===== src/rtl/comparador_serial_pkg.sv =====
// rtl/comparador_serial_pkg.sv - shared encodings and cell rule for the bit-serial comparator
// Purpose: {p,q} state encodings, FSM state type and a behavioural cell-rule helper.
// Ports: none (package).
package comparador_pkg;

    localparam logic [1:0] PQ_EQ = 2'b01;
    localparam logic [1:0] PQ_GT = 2'b10;
    localparam logic [1:0] PQ_LT = 2'b00;

    typedef enum logic [1:0] {
        ST_IDLE  = 2'd0,
        ST_SHIFT = 2'd1,
        ST_HOLD  = 2'd2
    } state_e;

    // One step of the comparator cell: GT and LT absorb, EQ resolves on the first differing bit.
    function automatic logic [1:0] pq_cell(input logic [1:0] pq, input logic ai, input logic bi);
        if (pq != PQ_EQ) return pq;
        if (ai && !bi)   return PQ_GT;
        if (!ai && bi)   return PQ_LT;
        return PQ_EQ;
    endfunction

endpackage


===== src/rtl/comparador_serial_if.sv =====
// rtl/comparador_serial_if.sv - operand and verdict handshakes of the bit-serial comparator
// Purpose: groups the input pair handshake and the verdict handshake.
// Ports: in_valid/in_ready/in_a/in_b (operand pair), out_valid/out_ready/out_gt/out_lt/out_eq/out_p/out_q (verdict).
interface comparador_serial_if #(
    parameter int N = 3
);
    logic         in_valid;
    logic         in_ready;
    logic [N-1:0] in_a;
    logic [N-1:0] in_b;
    logic         out_valid;
    logic         out_ready;
    logic         out_gt;
    logic         out_lt;
    logic         out_eq;
    logic         out_p;
    logic         out_q;

    modport slave (
        input  in_valid, in_a, in_b, out_ready,
        output in_ready, out_valid, out_gt, out_lt, out_eq, out_p, out_q
    );

    modport master (
        output in_valid, in_a, in_b, out_ready,
        input  in_ready, out_valid, out_gt, out_lt, out_eq, out_p, out_q
    );
endinterface


===== src/rtl/comparador_serial_celda.sv =====
// rtl/comparador_serial_celda.sv - typical comparator cell, combinational
// Purpose: advances the running {p,q} comparison state by one bit pair.
// Ports: p,q (current state), Ai,Bi (operand bits), P,Q (next state).
module celdaTipica (
    input  logic p,
    input  logic q,
    input  logic Ai,
    input  logic Bi,
    output logic P,
    output logic Q
);
    // GT (10) holds P; from EQ (01) P rises only when A's bit wins.
    assign P = (p & ~q) | (~p & q & Ai & ~Bi);
    // Q stays high only while still EQ and the bits match; GT and LT both have Q=0.
    assign Q = ~p & q & ~(Ai ^ Bi);
endmodule


===== src/rtl/comparador_serial.sv =====
// rtl/comparador_serial.sv - bit-serial MSB-first magnitude comparator with valid/ready handshakes
// Purpose: accepts an (A,B) pair, walks it through one comparator cell per clock,
//          then holds a GT/LT/EQ verdict plus final {P,Q} until the consumer takes it.
// Ports: clk, rst_n (async active-low), bus (comparador_serial_if.slave), busy (SHIFT or HOLD).
module comparador_serial
    import comparador_pkg::*;
#(
    parameter int N          = 3,
    parameter bit EARLY_EXIT = 1'b0
) (
    input  logic                   clk,
    input  logic                   rst_n,
    comparador_serial_if.slave     bus,
    output logic                   busy
);
    localparam int CW = (N > 1) ? $clog2(N) : 1;

    state_e        state_q;
    logic [1:0]    pq_q;
    logic [1:0]    pq_d;
    logic [N-1:0]  sa_q;
    logic [N-1:0]  sb_q;
    logic [CW-1:0] cnt_q;
    logic          out_valid_q;
    logic          out_gt_q;
    logic          out_lt_q;
    logic          out_eq_q;
    logic          out_p_q;
    logic          out_q_q;
    logic          finish;

    celdaTipica u_celda (
        .p  (pq_q[1]),
        .q  (pq_q[0]),
        .Ai (sa_q[N-1]),
        .Bi (sb_q[N-1]),
        .P  (pq_d[1]),
        .Q  (pq_d[0])
    );

    // Last bit processed, or (early exit) the verdict is already decided.
    assign finish = (cnt_q == '0) || (EARLY_EXIT && (pq_d != PQ_EQ));

    always_ff @(posedge clk or negedge rst_n) begin
        if (!rst_n) begin
            state_q     <= ST_IDLE;
            pq_q        <= PQ_EQ;
            sa_q        <= '0;
            sb_q        <= '0;
            cnt_q       <= '0;
            out_valid_q <= 1'b0;
            out_gt_q    <= 1'b0;
            out_lt_q    <= 1'b0;
            out_eq_q    <= 1'b0;
            out_p_q     <= 1'b0;
            out_q_q     <= 1'b1;
        end else begin
            case (state_q)
                ST_IDLE: begin
                    if (bus.in_valid) begin
                        sa_q    <= bus.in_a;
                        sb_q    <= bus.in_b;
                        pq_q    <= PQ_EQ;
                        cnt_q   <= CW'(N - 1);
                        state_q <= ST_SHIFT;
                    end
                end
                ST_SHIFT: begin
                    pq_q <= pq_d;
                    sa_q <= {sa_q[N-2:0], 1'b0};
                    sb_q <= {sb_q[N-2:0], 1'b0};
                    if (cnt_q != '0) begin
                        cnt_q <= cnt_q - CW'(1);
                    end
                    if (finish) begin
                        state_q     <= ST_HOLD;
                        out_valid_q <= 1'b1;
                        out_gt_q    <= (pq_d == PQ_GT);
                        out_lt_q    <= (pq_d == PQ_LT);
                        out_eq_q    <= (pq_d == PQ_EQ);
                        out_p_q     <= pq_d[1];
                        out_q_q     <= pq_d[0];
                    end
                end
                ST_HOLD: begin
                    if (bus.out_ready) begin
                        out_valid_q <= 1'b0;
                        state_q     <= ST_IDLE;
                    end
                end
                default: state_q <= ST_IDLE;
            endcase
        end
    end

    assign bus.in_ready  = (state_q == ST_IDLE);
    assign busy          = (state_q != ST_IDLE);
    assign bus.out_valid = out_valid_q;
    assign bus.out_gt    = out_gt_q;
    assign bus.out_lt    = out_lt_q;
    assign bus.out_eq    = out_eq_q;
    assign bus.out_p     = out_p_q;
    assign bus.out_q     = out_q_q;

endmodule

===== src/flat_wrapper.sv =====
// flat-port wrapper written by rule: the top's interface ports become plain ports
module comparador_serial_flat import comparador_pkg::*;
#(
    parameter int N          = 3,
    parameter bit EARLY_EXIT = 1'b0
)
  (clk, rst_n, busy, bus_in_valid, bus_in_a, bus_in_b, bus_out_ready, bus_in_ready, bus_out_valid, bus_out_gt, bus_out_lt, bus_out_eq, bus_out_p, bus_out_q);
  comparador_serial_if #(.N(N)) bus_i ();
  input  logic clk;
  input  logic rst_n;
  output logic busy;
  input wire logic [$bits(bus_i.in_valid)-1:0] bus_in_valid;
  input wire logic [$bits(bus_i.in_a)-1:0] bus_in_a;
  input wire logic [$bits(bus_i.in_b)-1:0] bus_in_b;
  input wire logic [$bits(bus_i.out_ready)-1:0] bus_out_ready;
  output wire logic [$bits(bus_i.in_ready)-1:0] bus_in_ready;
  output wire logic [$bits(bus_i.out_valid)-1:0] bus_out_valid;
  output wire logic [$bits(bus_i.out_gt)-1:0] bus_out_gt;
  output wire logic [$bits(bus_i.out_lt)-1:0] bus_out_lt;
  output wire logic [$bits(bus_i.out_eq)-1:0] bus_out_eq;
  output wire logic [$bits(bus_i.out_p)-1:0] bus_out_p;
  output wire logic [$bits(bus_i.out_q)-1:0] bus_out_q;
  assign bus_i.in_valid = bus_in_valid;
  assign bus_i.in_a = bus_in_a;
  assign bus_i.in_b = bus_in_b;
  assign bus_i.out_ready = bus_out_ready;
  assign bus_in_ready = bus_i.in_ready;
  assign bus_out_valid = bus_i.out_valid;
  assign bus_out_gt = bus_i.out_gt;
  assign bus_out_lt = bus_i.out_lt;
  assign bus_out_eq = bus_i.out_eq;
  assign bus_out_p = bus_i.out_p;
  assign bus_out_q = bus_i.out_q;
  comparador_serial #(.N(N), .EARLY_EXIT(EARLY_EXIT)) u_core (.clk(clk), .rst_n(rst_n), .bus(bus_i), .busy(busy));
endmodule

===== config.mk =====
export PLATFORM = sky130hd
export DESIGN_NAME = comparador_serial_flat
export DESIGN_NICKNAME = d
export VERILOG_FILES = /design/src/rtl/comparador_serial_pkg.sv /design/src/rtl/comparador_serial_if.sv /design/src/rtl/comparador_serial_celda.sv /design/src/rtl/comparador_serial.sv /design/src/flat_wrapper.sv
export SDC_FILE = /design/constraint.sdc
export NUM_CORES = 1
export LEC_CHECK = 0
export ABC_AREA = 1
export CORE_MARGIN = 4
export CORE_UTILIZATION = 51
export DETAILED_ROUTE_END_ITERATION = 10
export GPL_ROUTABILITY_DRIVEN = 0
export PLACE_DENSITY = 0.77
export REMOVE_ABC_BUFFERS = 1
export SLEW_MARGIN = 40
export SYNTH_ARGS = -nofsm -noshare
export SYNTH_HDL_FRONTEND = slang
export SYNTH_SLANG_ARGS = --single-unit

===== constraint.sdc =====
create_clock -name clk -period 2.35 [get_ports clk]
set_input_delay 0.3525 -clock clk [delete_from_list [all_inputs] [get_ports clk]]
set_output_delay 0.3525 -clock clk [all_outputs]
set_load 0.05 [all_outputs]

; Word-level counts from Yosys, hierarchy flattened
; Index checks and enable logic that the tools add are counted.
; W data, S select, Z words.
[classes]
addsub = 1
eq_ne = 8
n_mux = 15
n_bitwise = 11
reduce_logical = 12
[ops]
columns = operator, count
row1 = $pmux W3 S2, 2
row2 = $mux W2, 5
row3 = $reduce_and A3 Y1, 3
row4 = $pmux W2 S2, 2
row5 = $reduce_bool A2 Y1, 4
row6 = $logic_not A2 Y1, 3
row7 = $mux W3, 2
row8 = $pmux W2 S3, 1
row9 = $and A1 B1 Y1, 5
row10 = $eq A2 B1 Y1 const B, 2
row11 = $eq A2 B2 Y1 const B, 2
row12 = $ne A2 B1 Y1 const B, 2
row13 = $ne A2 B2 Y1 const B, 2
row14 = $not A1 Y1, 4
row15 = $reduce_and A2 Y1, 2
row16 = $mux W1, 2
row17 = $pmux W1 S2, 1
row18 = $sub A2 B1 Y2 const B, 1
row19 = $or A1 B1 Y1, 1
row20 = $xor A1 B1 Y1, 1
[word_totals]
ff_bits = 18
in_bits = 10
out_inout_bits = 8
wordCells = 58

; Longest topological paths before layout
; Gate-level depths: netlist of run 1.
[depth]
depth_word = 6
ltp_mapped = 7
mapped_depth_nobuf = 7

; Modules after synthesis
; From an unflattened synthesis of run 1, not the netlist that was laid out.
[unflattened]
cells_unflattened = 115
hier_area_um2 = 907.1
[by_module_without_submodules]
columns = module, n_inst, cells_each, area_per_inst_um2, seq_area_each_um2
row1 = comparador_serial, 1, 102, 855.8, 452.9
row2 = celdaTipica, 1, 13, 51.3, 0.0

; Least setup slack after synthesis of run 1
; Ideal clock, no wire load.
[synth_path]
path_type = register -> output
startpoint = reg u_core.state_q[0]
endpoint = out busy
arrival_ns = 1.624
required_ns = 1.997
path_slack_ns = 0.373
stages_incl_launch_ff = 3
n_path_buf = 0
cell_sequence = dfrtp_1 nor2_1 inv_1
[synth_via]
elab_chain_len = 1
[synth_lines]
columns = item, line_no
row1 = from (decl), comparador_serial.sv:18  ; state_e state_q;
row2 = from (signal assigned), comparador_serial.sv:46  ; state_q <= ST_IDLE;
row3 = from (signal assigned), comparador_serial.sv:65  ; state_q <= ST_SHIFT;
row4 = from (signal assigned), comparador_serial.sv:76  ; state_q <= ST_HOLD;
row5 = $reduce_bool A2 Y1, comparador_serial.sv:97  ; assign busy = (state_q != ST_IDLE);
row6 = to (decl), flat_wrapper.sv:11  ; output logic busy;
; No other way between the ends.

; Final worst setup path of run 1
[layout_path]
startpoint = reg u_core.state_q[0]
endpoint = out bus_in_ready
[layout_via]
elab_chain_len = 1
[layout_lines]
columns = item, line_no
row1 = $logic_not A2 Y1, comparador_serial.sv:96  ; assign bus.in_ready = (state_q == ST_IDLE);
row2 = to (decl), flat_wrapper.sv:16  ; output wire logic [$bits(bus_i.in_ready)-1:0] bus_in_ready;
; No other way between the ends.

==> impl_metrics.toml, run 1 <==
[yosys]
synth_area_um2 = 821
netlist_instances = 98
synth.avg_cell_area_um2 = 8.38
synth.yosys.warnings = 0
synth.ff_latch_count = 18
synth_cell_types = 16
yosysSeqAreaShare = 0.552

[final_layout]
final-instance-count-excl-fill = 135
nFillCells = 128
final_nets = 131
n_antenna_cell = 0
final_layout_size_suffix_gt1_frac = 0.0924
syn2layout_area_growth_pct = 26.8

[power_and_ir_drop]
seqPwrFrac = 0.333
ir_worst_vdd_uv = 754
comb_power_share = 0.541
total_switching_power_mw = 0.727
clock_power_share = 0.126
leakage_nw = 0.526
power_density_mw_per_mm2 = 1470
power_switching_share = 0.474
internal-power_mw = 0.807

[grt]
groute.usage.overall = 0.160
grt_max_degree = 19
number_of_global_route_vias_before_repair = 604
grt_pass1_wl_um = 2480
grt_antenna_before_repair = 0
gr-total-overflow = 0

[clock_tree]
h-tree-depth = 1
ctsLongestPathBuffers = 2
worstSkewPairLatency_ps = 300
clkTransAtPathRegs_ps = 100
ctsRootBufferMaster = "clkbuf_4"
cts_tree = "done"
cts.sink_count = 18
cts_resized = 0
post-cts-setup-buffer-count = 0
cts_bufs_inserted = 3

[routing]
drt_drc_violations_left = 0
viasPerCell = 5.03
drt_iter0_drc = 17
vias = 679
dr.pass1.iters = 4
routed_wl_um = 1570
antenna_violating_nets_post_route = 0
wire_per_inst_um = 11.6

[floorplanning]
die_span_in_y_um = 48.1
core_mm2 = 0.00151
initial_utilization = 0.545
top_level_ports = 18
std_cell_rows = 14
die_area_mm2 = 0.00232
fp.dieW_um = 48.1

[timing]
min_period_ps = 2130
setup_tns_ps = 0
slew_violations = 0
final.period_utilization = 0.908
slew-limit-headroom = 0.662
grt_setup_unrepaired = "false"
timing_worst_slew_pin_value_ps = 506
max_freq_mhz = 469
number_of_endpoints_failing_setup_at_the_final_stage = 0
timing.final.ws_setup_ps = 216
timing_hold_violations_final = 0
fin_worst_skew_ps = 5.05

[job]
max-cap-violations = 0

[worst_hold_path]
hold_path_startpoint = "u_core.bus.out_q"
timing.hold.worst.class = "reg2reg"
timing.hold.worst_endpoint = "u_core.bus.out_q"
timing.hold.worst_path_depth = 2

[setup_path]
ff2ff_setup_slack_ps = 1090
cp_slowest_stage_delay_ps = 840
critical_path.startpoint_type = "flop"
r2r_end = "u_core.bus.out_eq"
worstPathRequired_ps = 2000
crit_path_max_fanout = 5
critical_path.slowest_cell = "clkdlybuf4s50_1"
crit_path_cell_trace = "nor2_1 -> clkdlybuf4s50_1"
end_kind = "output port"
timing.reg2reg.worst_path_depth = 6
worst_flop_to_flop_path_startpoint = "u_core.cnt_q[0]"
path_class = "reg2out"
timing.critical_path.arrival_ps = 1780

[place]
port_buffers = 17
dp.final_hpwl_um = 1160
place_worst_setup_slack_ps = 545
post-place-cells = 130

[run_status]
status = "complete, no violations"
==> area by class of cell <==
cell class	count	area [um2]	area share
Sequential cell	18	453	0.435
Multi-Input combinational cell	62	293	0.281
Timing Repair Buffer	18	175	0.168
Inverter	17	63.8	0.0613
Clock buffer	4	36.3	0.0349
Tap cell	16	20.0	0.0192
==> timing repair <==
| item | CTS | global route |
|---|---|---|
| endpoints found under the setup margin | 0 | 0 |
| hold buffers | 0 | 1 |
| hold endpoints to repair | 0 | 16 |
==> worst max path at each step <==
stage                               to         startpoint  cells after the start  slack [ps]
after global placement    bus_in_ready  u_core.state_q[0]                      2         570
after CTS                 bus_in_ready  u_core.state_q[0]                      2         200
after detailed placement  bus_in_ready  u_core.state_q[0]                      2         550
after global routing      bus_in_ready  u_core.state_q[0]                      2          90
final                     bus_in_ready  u_core.state_q[0]                      2         220
after floorplan                   busy  u_core.state_q[0]                      2         370
==> critical path, delay by kind of cell, from the launching register on <==
kind	cells	cell delay, ps
buffers and inverters	1	840
DFF	1	430
and+or+nand+nor	1	210
==> through the flow <==
step | area [um2] | util | power, mW | hold slack [ps]
final | 1040 | 0.691 | 1.53 | 473
after detailed placement | 1000 | 0.664 | 1.35 | 461
after global routing | 1040 | 0.691 | 1.67 | 492
after CTS | 1040 | 0.688 | 1.55 | 479
after floorplan | 810 | - | 1.12 | 56.9
after global placement | 1000 | 0.664 | 1.32 | 457
==> synthesized netlist by cell type <==
master	count	area (um2)
nand2_2	1	6.26
dfrtp_1	16	400
a21oi_1	1	5.00
o31ai_1	1	7.51
nand2_4	2	22.5
nor2_1	6	22.5
inv_1	16	60.1
nand2_1	31	116
ha_1	1	12.5
inv_2	1	3.75
buf_6	1	11.3
nand3_1	3	15.0
o21ai_0	13	65.1
o21a_1	1	7.51
nand4_1	2	12.5
dfstp_2	2	52.6
==> power groups by stage <==
stage / Clock, mW / Combinational [mW] / Sequential, mW
after detailed placement: 0 / 0.835 / 0.518
final: 0.194 / 0.829 / 0.511
after global routing: 0.214 / 0.926 / 0.529
after floorplan: 0 / 0.487 / 0.629
after global placement: 0 / 0.806 / 0.513
after CTS: 0.200 / 0.841 / 0.511
==> state kept, by name (all words and copies together) (netlist names), 2 cells and up <==
register,flops
u_core.sa_q,3
u_core.sb_q,3
u_core.pq_q,2
u_core.state_q,2
u_core.cnt_q,2
==> layer usage <==
metal,vias up,wire length (um),global-route usage
met5,-,0,0
li1,345,-,-
met4,0,36,0.0968
met2,20,738,0.264
met1,309,694,0.197
met3,5,100,0.0221
==> placed cells by master, fill, tap and decap left out <==
| cell type | n |
|---|---|
| inv_2 | 1 |
| inv_1 | 16 |
| dfrtp_1 | 16 |
| o21a_1 | 1 |
| ha_1 | 1 |
| nand2_2 | 1 |
| nand3_1 | 3 |
| a21oi_1 | 1 |
| nor2_1 | 6 |
| o31ai_1 | 1 |
| buf_2 | 1 |
| clkdlybuf4s50_1 | 16 |
| dfstp_2 | 2 |
| dlygate4sd3_1 | 1 |
| nand2_4 | 2 |
| nand4_1 | 2 |
| clkbuf_4 | 3 |
| o21ai_0 | 13 |
| clkbuf_8 | 1 |
| nand2_1 | 31 |
==> logic make-up (layout without fill, tap and decap cells) <==
| kind of cell | count (synthesis) | in the layout | share of synthesized area |
|---|---|---|---|
| AOI/OAI and AO/OA | 16 | 16 | 0.104 |
| adders and majority gates | 1 | 1 | 0.0152 |
| buffers and inverters | 18 | 39 | 0.0915 |
| DFF | 18 | 18 | 0.552 |
| and+or+nand+nor | 45 | 45 | 0.238 |
(Power assumes the default switching activity.)
==> run 2, diff against run 1 <==
--- a/config.mk
+++ b/config.mk
@@ -9,7 +9,6 @@
 export CORE_MARGIN = 4
 export CORE_UTILIZATION = 51
 export DETAILED_ROUTE_END_ITERATION = 10
-export GPL_ROUTABILITY_DRIVEN = 0
 export PLACE_DENSITY = 0.77
 export REMOVE_ABC_BUFFERS = 1
 export SLEW_MARGIN = 40
==> results of run 2 <==
The final DEF is identical to that of run 1; final timing and power are the same.
==> run 3, diff against run 2 <==
==> constraint.sdc (replaced) <==
create_clock -name clk -period 2.35 [get_ports clk]
set_input_delay 0.705 -clock clk [delete_from_list [all_inputs] [get_ports clk]]
set_output_delay 0.705 -clock clk [all_outputs]
set_load 0.05 [all_outputs]
==> run 3 against run 2 <==
Against the previous run: via count shrank 4.0%; largest cell class unchanged; utilization decreased by 1.2 points; clock-buffer cell count shrank 1; critical path depth shrank 1; worst hold slack improved by 0.88 ps; sequential share of layout area increased by 0.74 points; final cell count fell by 0.74%; fmax down 2.0%; wire length is 10% lower.
==> impl_metrics.toml, run 3 (synthesis gave the netlist of run 1 again) <==
[timing]
fin_worst_skew_ps = 6.26
timing_worst_slew_pin_value_ps = 502
grt_setup_unrepaired = "false"
timing_hold_violations_final = 0
slew_violations = 0
final.period_utilization = 0.927
number_of_endpoints_failing_setup_at_the_final_stage = 0
slew-limit-headroom = 0.664
min_period_ps = 2180
setup_tns_ps = 0
max_freq_mhz = 459

[routing]
drt_drc_violations_left = 0
viasPerCell = 4.87
vias = 652
wire_per_inst_um = 10.5
dr.pass1.iters = 4
routed_wl_um = 1410
drt_iter0_drc = 3
antenna_violating_nets_post_route = 0

[grt]
gr-usage-met3 = 0.0258
number_of_global_route_vias_before_repair = 595
grt_max_degree = 19
grt_pass1_wl_um = 2390
gr-total-overflow = 0
top_usage_layer = "met2"
grtUsageMet2 = 0.230
met1_usage = 0.200
grt_antenna_before_repair = 0
groute.usage.overall = 0.151

[setup_path]
ff2ff_setup_slack_ps = 1110
count_of_buffer_and_inverter_cells_on_the_critical_path = 1
worst_flop_to_flop_path_startpoint = "u_core.state_q[1]"
critical_path.startpoint_type = "flop"
critPathCapture = "bus_out_eq"
end_kind = "output port"
critPathTopFamily = "buffers and inverters"
r2r_end = "u_core.cnt_q[0]"
worstPathRequired_ps = 1640
cp_slowest_stage_delay_ps = 810
timing.critical_path.arrival_ps = 1470
crit_path_max_fanout = 2
path_depth = 1
crit_path_cell_trace = "clkdlybuf4s50_1"
critical_path.startpoint = "u_core.bus.out_eq"
critical_path.slowest_cell = "clkdlybuf4s50_1"
timing.reg2reg.worst_path_depth = 5
path_class = "reg2out"

[place]
place_congestion = 0.774
port_buffers = 17
dp.final_hpwl_um = 1100

[clock_tree]
cts.sink_count = 18
post-cts-setup-buffer-count = 0
worstSkewPairLatency_ps = 290
h-tree-depth = 1
number_of_buffers_inserted_by_hold_repair_at_cts = 0
clkTransAtPathRegs_ps = 90
cts_bufs_inserted = 3
ctsLongestPathBuffers = 2
cts_tree = "done"
ctsRootBufferMaster = "clkbuf_4"

[final_layout]
n_antenna_cell = 0
final_nets = 131
syn2layout_area_growth_pct = 24.7
final_core_utilization = 0.679
final_layout_size_suffix_gt1_frac = 0.102
mostFrequentLayoutCell = "nand2_1"
final_cell_mix = "nand2_1 (31), inv_1 (16), dfrtp_1 (16), clkdlybuf4s50_1 (14), o21ai_0 (13)"
regs_by_ff_count = "u_core.sa_q x3, u_core.sb_q x3"

[floorplanning]
fp.dieW_um = 48.1
top_level_ports = 18
die_area_mm2 = 0.00232
die_span_in_y_um = 48.1
initial_utilization = 0.545
core_mm2 = 0.00151
std_cell_rows = 14

[power_and_ir_drop]
ir_worst_vdd_uv = 692
leakage_nw = 0.522
power_density_mw_per_mm2 = 1430

[worst_hold_path]
timing.hold.worst.class = "reg2reg"

[job]
max-cap-violations = 0

[run_status]
status = "complete, no violations"
-- run 3: metal layers --
metal	wire [um]	vias up	part of all wire
li1	-	349	-
met1	662	288	0.47
met2	608	13	0.43
met3	109	2	0.077
met4	29	0	0.021
met5	0	-	0
-- run 3: what timing repair did --
item | CTS | global route
gates resized for setup | 1 | 0
setup endpoints to repair | 1 | 0
hold endpoints to repair | 0 | 0
-- run 3: worst min-delay path: stages, from the launching register on --
cell     delay, ps
dfstp_2        380
nand2_1         50
nand2_1         50
-- run 3: area by class of cell --
type	count	area, um2
inverter	17	63.8
multi-input combinational	62	293
clock buffer	3	22.5
timing repair buffer	18	171
fill	137	483
sequential	18	453
tap	16	20.0
-- run 3: through the flow --
stage	total power [mW]	hold slack, ps	instance area [um2]	worst slack (ps)	std cells
after floorplan	1.12	409	810	21.0	97
after global placement	1.32	458	1000	305	131
after detailed placement	1.34	459	1000	280	131
after CTS	1.48	475	1020	169	134
after global routing	1.61	489	1020	124	134
final	1.46	474	1020	172	134
-- run 3: where the power goes --
group,internal (mW),switching (mW),leakage [nW]
combinational,0.250,0.557,0.287
clock,0.0596,0.0870,0.0138
sequential,0.450,0.0615,0.222
total,0.759,0.705,0.522
-- run 3: worst min path at each step --
stage / start / to / cells past startpoint
4_1_cts: u_core.bus.out_q / u_core.bus.out_q / 2
6_report: u_core.bus.out_q / u_core.bus.out_q / 2
3_5_place_dp: u_core.bus.out_q / u_core.bus.out_q / 2
2_1_floorplan: rst_n / u_core.bus.out_eq / 0
5_1_grt: u_core.bus.out_q / u_core.bus.out_q / 2
3_3_place_gp: u_core.bus.out_valid / u_core.bus.out_valid / 2
